--- config.mk ---
export PLATFORM = sky130hd
export DESIGN_NAME = sclk_gen
export DESIGN_NICKNAME = d
export VERILOG_FILES = /design/src/rtl/sclk_gen_pkg.sv /design/src/rtl/sclk_phase_counter.sv /design/src/rtl/sclk_gen.sv
export SDC_FILE = /design/constraint.sdc
export NUM_CORES = 1
export LEC_CHECK = 0
export CAP_MARGIN = 20
export CORE_MARGIN = 2
export CORE_UTILIZATION = 60
export CTS_CLUSTER_SIZE = 30
export DETAILED_ROUTE_END_ITERATION = 16
export GPL_ROUTABILITY_DRIVEN = 1
export PLACE_DENSITY = 0.95
export SLEW_MARGIN = 20
export SYNTH_ARGS = -nofsm -noshare
export SYNTH_HDL_FRONTEND = slang
export SYNTH_SLANG_ARGS = --single-unit
export TNS_END_PERCENT = 20
--- constraint.sdc ---
create_clock -name clk_i -period 3.7 [get_ports clk_i]
set_input_delay 0.74 -clock clk_i [delete_from_list [all_inputs] [get_ports clk_i]]
set_output_delay 0.74 -clock clk_i [all_outputs]
set_load 0.03 [all_outputs]
--- src/rtl/sclk_gen_pkg.sv ---
// Shared definitions for the programmable burst serial clock generator:
// one-hot state encoding and the half-period clamp helper.
package sclk_gen_pkg;

    localparam logic [2:0] ONEHOT_IDLE     = 3'b001;
    localparam logic [2:0] ONEHOT_ACTIVE   = 3'b010;
    localparam logic [2:0] ONEHOT_INACTIVE = 3'b100;

    typedef enum logic [2:0] {
        IDLE     = ONEHOT_IDLE,
        ACTIVE   = ONEHOT_ACTIVE,
        INACTIVE = ONEHOT_INACTIVE
    } state_t;

    // A zero half-period would stall the phase counter, so it runs as one cycle.
    function automatic int unsigned clamp_half_period(input int unsigned h);
        return (h == 0) ? 32'd1 : h;
    endfunction

endpackage

--- src/rtl/sclk_phase_counter.sv ---
// Loadable saturating down-counter that times one half-period of the
// generated clock; tc marks the last cycle of the half-period.
module sclk_phase_counter #(
    parameter int DIV_WIDTH = 8
) (
    input  logic                 clk_i,
    input  logic                 rst_i,
    input  logic                 load,
    input  logic [DIV_WIDTH-1:0] load_value,
    output logic                 tc
);

    logic [DIV_WIDTH-1:0] count;

    // Holds at zero between loads, so tc stays asserted while idle.
    always_ff @(posedge clk_i or posedge rst_i) begin
        if (rst_i) begin
            count <= '0;
        end else if (load) begin
            count <= load_value;
        end else if (count != '0) begin
            count <= count - 1'b1;
        end
    end

    assign tc = (count == '0);

endmodule

--- src/rtl/sclk_gen.sv ---
// Burst-capable serial clock generator: runtime half-period, fixed idle
// polarity, N-cycle or free-running bursts, and edge strobes in the clk_i domain.
module sclk_gen
    import sclk_gen_pkg::*;
#(
    parameter int DIV_WIDTH   = 8,
    parameter int COUNT_WIDTH = 8,
    parameter bit IDLE_HIGH   = 1'b1
) (
    input  logic                   clk_i,
    input  logic                   rst_i,
    input  logic [DIV_WIDTH-1:0]   half_period_i,
    input  logic [COUNT_WIDTH-1:0] count_i,
    input  logic                   start_i,
    input  logic                   stop_i,
    output logic                   clk_o,
    output logic                   busy_o,
    output logic                   lead_o,
    output logic                   trail_o,
    output logic                   done_o
);

    localparam logic IDLE_LEVEL = IDLE_HIGH;

    state_t                 state;
    state_t                 state_next;
    logic [DIV_WIDTH-1:0]   h_lat;
    logic [DIV_WIDTH-1:0]   h_clamped;
    logic [COUNT_WIDTH-1:0] remaining;
    logic                   free_run;
    logic                   stop_flag;
    logic                   end_burst;
    logic                   phase_load;
    logic [DIV_WIDTH-1:0]   phase_load_val;
    logic                   phase_tc;
    logic                   clk_next;
    logic                   busy_next;
    logic                   lead_next;
    logic                   trail_next;
    logic                   done_next;

    assign h_clamped = DIV_WIDTH'(clamp_half_period(32'(half_period_i)));

    sclk_phase_counter #(
        .DIV_WIDTH (DIV_WIDTH)
    ) u_phase (
        .clk_i      (clk_i),
        .rst_i      (rst_i),
        .load       (phase_load),
        .load_value (phase_load_val),
        .tc         (phase_tc)
    );

    always_ff @(posedge clk_i or posedge rst_i) begin
        if (rst_i) begin
            state <= IDLE;
        end else begin
            state <= state_next;
        end
    end

    // A live stop_i counts too, so a stop landing on the final idle cycle still ends the burst.
    always_comb begin
        state_next     = state;
        clk_next       = clk_o;
        busy_next      = busy_o;
        lead_next      = 1'b0;
        trail_next     = 1'b0;
        done_next      = 1'b0;
        phase_load     = 1'b0;
        phase_load_val = h_lat - 1'b1;
        end_burst      = (!free_run && (remaining == '0)) || stop_flag || stop_i;
        case (state)
            IDLE: begin
                clk_next  = IDLE_LEVEL;
                busy_next = 1'b0;
                if (start_i) begin
                    state_next     = ACTIVE;
                    clk_next       = ~IDLE_LEVEL;
                    busy_next      = 1'b1;
                    lead_next      = 1'b1;
                    phase_load     = 1'b1;
                    phase_load_val = h_clamped - 1'b1;
                end
            end
            ACTIVE: begin
                if (phase_tc) begin
                    state_next = INACTIVE;
                    clk_next   = IDLE_LEVEL;
                    trail_next = 1'b1;
                    phase_load = 1'b1;
                end
            end
            INACTIVE: begin
                if (phase_tc) begin
                    if (end_burst) begin
                        state_next = IDLE;
                        busy_next  = 1'b0;
                        done_next  = 1'b1;
                    end else begin
                        state_next = ACTIVE;
                        clk_next   = ~IDLE_LEVEL;
                        lead_next  = 1'b1;
                        phase_load = 1'b1;
                    end
                end
            end
            default: begin
                state_next = IDLE;
                clk_next   = IDLE_LEVEL;
                busy_next  = 1'b0;
            end
        endcase
    end

    always_ff @(posedge clk_i or posedge rst_i) begin
        if (rst_i) begin
            clk_o     <= IDLE_LEVEL;
            busy_o    <= 1'b0;
            lead_o    <= 1'b0;
            trail_o   <= 1'b0;
            done_o    <= 1'b0;
            h_lat     <= '0;
            remaining <= '0;
            free_run  <= 1'b0;
            stop_flag <= 1'b0;
        end else begin
            clk_o   <= clk_next;
            busy_o  <= busy_next;
            lead_o  <= lead_next;
            trail_o <= trail_next;
            done_o  <= done_next;
            if (state == IDLE) begin
                stop_flag <= 1'b0;
                if (start_i) begin
                    h_lat     <= h_clamped;
                    remaining <= count_i;
                    free_run  <= (count_i == '0);
                end
            end else begin
                if (state_next == IDLE) begin
                    stop_flag <= 1'b0;
                end else if (stop_i) begin
                    stop_flag <= 1'b1;
                end
                if ((state == ACTIVE) && phase_tc && (remaining != '0)) begin
                    remaining <= remaining - 1'b1;
                end
            end
        end
    end

`ifndef SYNTHESIS
    logic [DIV_WIDTH:0] run_len;

    // Length of the current clk_o level, for the minimum-level-width check.
    always_ff @(posedge clk_i or posedge rst_i) begin
        if (rst_i) begin
            run_len <= '0;
        end else if (clk_next != clk_o) begin
            run_len <= (DIV_WIDTH+1)'(1);
        end else if (run_len != '1) begin
            run_len <= run_len + 1'b1;
        end
    end

    a_state_onehot : assert property (@(posedge clk_i) disable iff (rst_i) $onehot(state));
    a_strobe_excl  : assert property (@(posedge clk_i) disable iff (rst_i) !(lead_o && trail_o));
    a_level_hold   : assert property (@(posedge clk_i) disable iff (rst_i)
                         (busy_o && (clk_next != clk_o)) |-> ({1'b0, h_lat} <= run_len));
`endif

endmodule
==> impl_metrics.env <==
export IMPL_slew_headroom=0.6107
export IMPL_synth_top_family_by_area="simple AND/OR/NAND/NOR gates"
export IMPL_initial_utilization=0.6309
export IMPL_crit_fanout=5
export IMPL_synth_compound_area_frac=0.1779
export IMPL_cp_data_arrival_time_ps=3220
export IMPL_place_area_mm2=0.002392
export IMPL_postSynthCellCount=243
export IMPL_cts_buffer_depth=2
export IMPL_fmax_ghz=0.3312
export IMPL_cap_violations=0
export IMPL_crit_path_start_kind="input port"
export IMPL_clk_latency_ps=340
export IMPL_cpPeakStageDelay_ps=630
export IMPL_clock_sinks=34
export IMPL_dieHeight_um=63.70
export IMPL_rr_worst_depth=6
export IMPL_synthFlopType="dfrtp_1"
export IMPL_cp_top_family="simple AND/OR/NAND/NOR gates"
export IMPL_cts_inserted_buffers=5
export IMPL_whs_ps=504.9
export IMPL_totalWireLength_um=4664
export IMPL_rsz0062_at_grt="false"
export IMPL_synth_top_cell_by_area="dfrtp_1"
export IMPL_synth_cell_area_mm2=0.002138
export IMPL_crit_top_cell="nor3b_1"
export IMPL_post_route_cell_area_mm2=0.002452
export IMPL_hold_class="reg -> reg"
export IMPL_grt_usage=0.2538
export IMPL_portBuffers=24
export IMPL_vias=1912
export IMPL_firstDrtPassIters=4
export IMPL_wl_per_cell_um=14.90
export IMPL_worst_path_buf_inv=1
export IMPL_ys_seq_area_frac=0.3991
export IMPL_hold_end="h_lat[7]"
export IMPL_synth_area_leaders="dfrtp_1 (37%), nand2_1 (6.7%), a21oi_1 (4.2%), nor2_1 (3.9%), xnor2_1 (3.3%)"
export IMPL_syn_area_per_cell_um2=8.800
export IMPL_outcome="complete, no violations"
export IMPL_pre_cts_ws_ps=408.9
export IMPL_coreArea_mm2=0.003390
export IMPL_drc_errors=0
export IMPL_antenna_left=0
export IMPL_die_area_mm2=0.004057
export IMPL_cpMaxStageDelayCell="or4_1"
export IMPL_worstPathCellList="clkdlybuf4s50_1 > or4_1 > nor4_1 > nor2_1 > ha_1 > nor3b_1 > nor3b_1 > xor2_1 > mux2i_1 > a21oi_1"
export IMPL_slew_violations=0
export IMPL_drive_gt1_frac=0.08614
export IMPL_synthSimpleGateAreaFrac=0.2774
export IMPL_async_reset_ff_frac=1.000
export IMPL_min_period_ps=3019
export IMPL_cts_tree="done"
export IMPL_synth_edf_count=0
export IMPL_hold_path_depth=2
export IMPL_worstSetupEndpointType="flip-flop"
export IMPL_antenna_cells=0
export IMPL_hp_start="h_lat[7]"
export IMPL_crit_type="in -> reg"
export IMPL_synth_distinct_cells=54
export IMPL_r2r_start="u_phase.count[0]"
export IMPL_worstReg2RegEnd="u_phase.count[3]"
export IMPL_synth_top_area_share=0.3745
export IMPL_area_growth_pct=14.69
export IMPL_synth_xor_area_frac=0.04506
export IMPL_worst_pin_slew_ps=584.0
export IMPL_setup_ws_ps=680.6
export IMPL_rows=21
export IMPL_power_density_mw_per_mm2=721.0
export IMPL_routabilityCongestion=0.8456
export IMPL_reg2reg_slack_ps=1250
export IMPL_multi_input_area_mm2=0.001185
export IMPL_post_cts_buffers=0
export IMPL_drt_iter0_markers=127
export IMPL_clk_pin_slew_ps=100
export IMPL_grt_max_degree=35
export IMPL_grt_pass1_vias=1838
export IMPL_synth_seq_cells=34
export IMPL_grt_pass1_wl_um=8045
export IMPL_yosys_warnings=0
export IMPL_required_ps=3900
export IMPL_final_nets=291
export IMPL_synth_fp_nets=268
export IMPL_overflow=0
export IMPL_ios=25
export IMPL_die_x_um=63.70
export IMPL_synthAdderAreaFrac=0.02926
export IMPL_viasPerCell=6.109
export IMPL_skew_ps=11.20
export IMPL_hold_violations=0
export IMPL_ir_drop_v=0.0004520
export IMPL_post_cts_resized=0
export IMPL_htree_levels=2
export IMPL_fillers=242
export IMPL_synthMuxAreaShare=0.02458
export IMPL_antenna_found_initial=0
export IMPL_power_leakage_nw=1.014
export IMPL_fin_crit_sh=0.8161
export IMPL_detailed_place_hpwl_um=3424
export IMPL_final_util=0.7235
export IMPL_ctsHoldBuffers=0
export IMPL_final_seq_area_um2=853.3
export IMPL_setup_tns_final_ps=0
export IMPL_setup_violations=0
export IMPL_cts_root_buf="clkbuf_4"
## state kept, by name, indices dropped and copies added (netlist names)
| signal | cells |
|---|---|
| trail_o | 1 |
| busy_o | 1 |
| u_phase.count | 8 |
| remaining | 8 |
| done_o | 1 |
| clk_o | 1 |
| free_run | 1 |
| lead_o | 1 |
| stop_flag | 1 |
| state | 3 |
| h_lat | 8 |
## metal layers
| metal | up-vias | part of all wire | track usage |
|---|---|---|---|
| li1 | 913 | - | - |
| met1 | 916 | 0.43 | 0.3302 |
| met2 | 70 | 0.49 | 0.4211 |
| met3 | 13 | 0.057 | 0.05000 |
| met4 | 0 | 0.022 | 0.08967 |
| met5 | - | 0 | 0 |
## cell type report
| type | count | share of cell area |
|---|---|---|
| sequential | 34 | 0.3480 |
| inverter | 11 | 0.01684 |
| clock inverter | 1 | 0.002041 |
| tap | 46 | 0.02347 |
| multi-input combinational | 188 | 0.4832 |
| timing repair buffer | 26 | 0.1041 |
| clock buffer | 7 | 0.02245 |
## worst register-to-register path, cell delays in order, from the launching register on
cell      delay [ps]
dfrtp_1          440
inv_1             80
ha_1             230
nor4b_4          490
nand3_1          200
o211ai_2         510
mux2_2           400
## placed cells by master (no fill, tap or decap), types with 2 or more instances in the layout
cell type | netlist | final
ha_1 | 5 | 5
nor2_1 | 22 | 22
nand3_1 | 7 | 7
o31ai_2 | 2 | 2
o21ai_0 | 11 | 11
or4_1 | 4 | 4
a31oi_1 | 3 | 3
clkdlybuf4s50_1 | 0 | 24
nand2b_1 | 5 | 5
o31ai_1 | 2 | 2
a211oi_1 | 3 | 3
nand2_1 | 38 | 38
dfstp_2 | 2 | 2
nor4_1 | 5 | 5
dfrtp_1 | 32 | 32
nor3_1 | 6 | 6
or3_1 | 2 | 2
o21ai_1 | 2 | 2
inv_1 | 11 | 11
o211ai_1 | 3 | 3
o21a_1 | 2 | 2
nand3b_1 | 2 | 2
xnor2_1 | 8 | 8
nor3b_1 | 5 | 5
clkbuf_4 | 0 | 5
o221ai_1 | 2 | 2
mux2i_1 | 3 | 3
xor2_1 | 3 | 3
buf_4 | 3 | 2
a21oi_1 | 18 | 18
mux2_2 | 2 | 2
nor2b_1 | 2 | 2
## synthesized netlist by cell type, types with 2 or more instances
cell type  number
a211oi_1        3
a21oi_1        18
a31oi_1         3
buf_2           2
buf_4           3
clkbuf_1        4
dfrtp_1        32
dfstp_2         2
ha_1            5
inv_1          11
mux2_2          2
mux2i_1         3
nand2_1        38
nand2b_1        5
nand3_1         7
nand3b_1        2
nor2_1         22
nor2b_1         2
nor3_1          6
nor3b_1         5
nor4_1          5
o211ai_1        3
o21a_1          2
o21ai_0        11
o21ai_1         2
o221ai_1        2
o31ai_1         2
o31ai_2         2
or3_1           2
or4_1           4
xnor2_1         8
xor2_1          3
## where the power goes
group / internal, mW / total (mW) / switching (mW)
combinational: 0.371 / 0.831 / 0.460
sequential: 0.538 / 0.721 / 0.183
clock: 0.0921 / 0.216 / 0.124
total: 1.00 / 1.77 / 0.767
## worst max path at each step
| stage | start | end | slack, ps | cells after the start |
|---|---|---|---|---|
| 3_5_place_dp | half_period_i[4] | u_phase.count[6] | 410 | 10 |
| 2_1_floorplan | half_period_i[4] | u_phase.count[6] | 1190 | 9 |
| 5_1_grt | half_period_i[4] | u_phase.count[6] | 630 | 10 |
| 3_3_place_gp | half_period_i[4] | u_phase.count[6] | 580 | 10 |
| 6_report | half_period_i[4] | u_phase.count[6] | 680 | 10 |
| 4_1_cts | half_period_i[4] | u_phase.count[6] | 700 | 10 |
## stage by stage
stage | total power, mW | std cells
2_1_floorplan | 1.355 | 243
3_3_place_gp | 1.510 | 305
3_5_place_dp | 1.546 | 305
4_1_cts | 1.762 | 313
5_1_grt | 1.913 | 313
6_report | 1.768 | 313
## cells by family after synthesis
kind of cell,count (synthesis)
fa+ha+maj,5
simple gates,109
buf+inv,21
flops,34
mux,5
compound gates,58
xor+xnor,11
No activity file was read; power rests on OpenSTA's default activity.
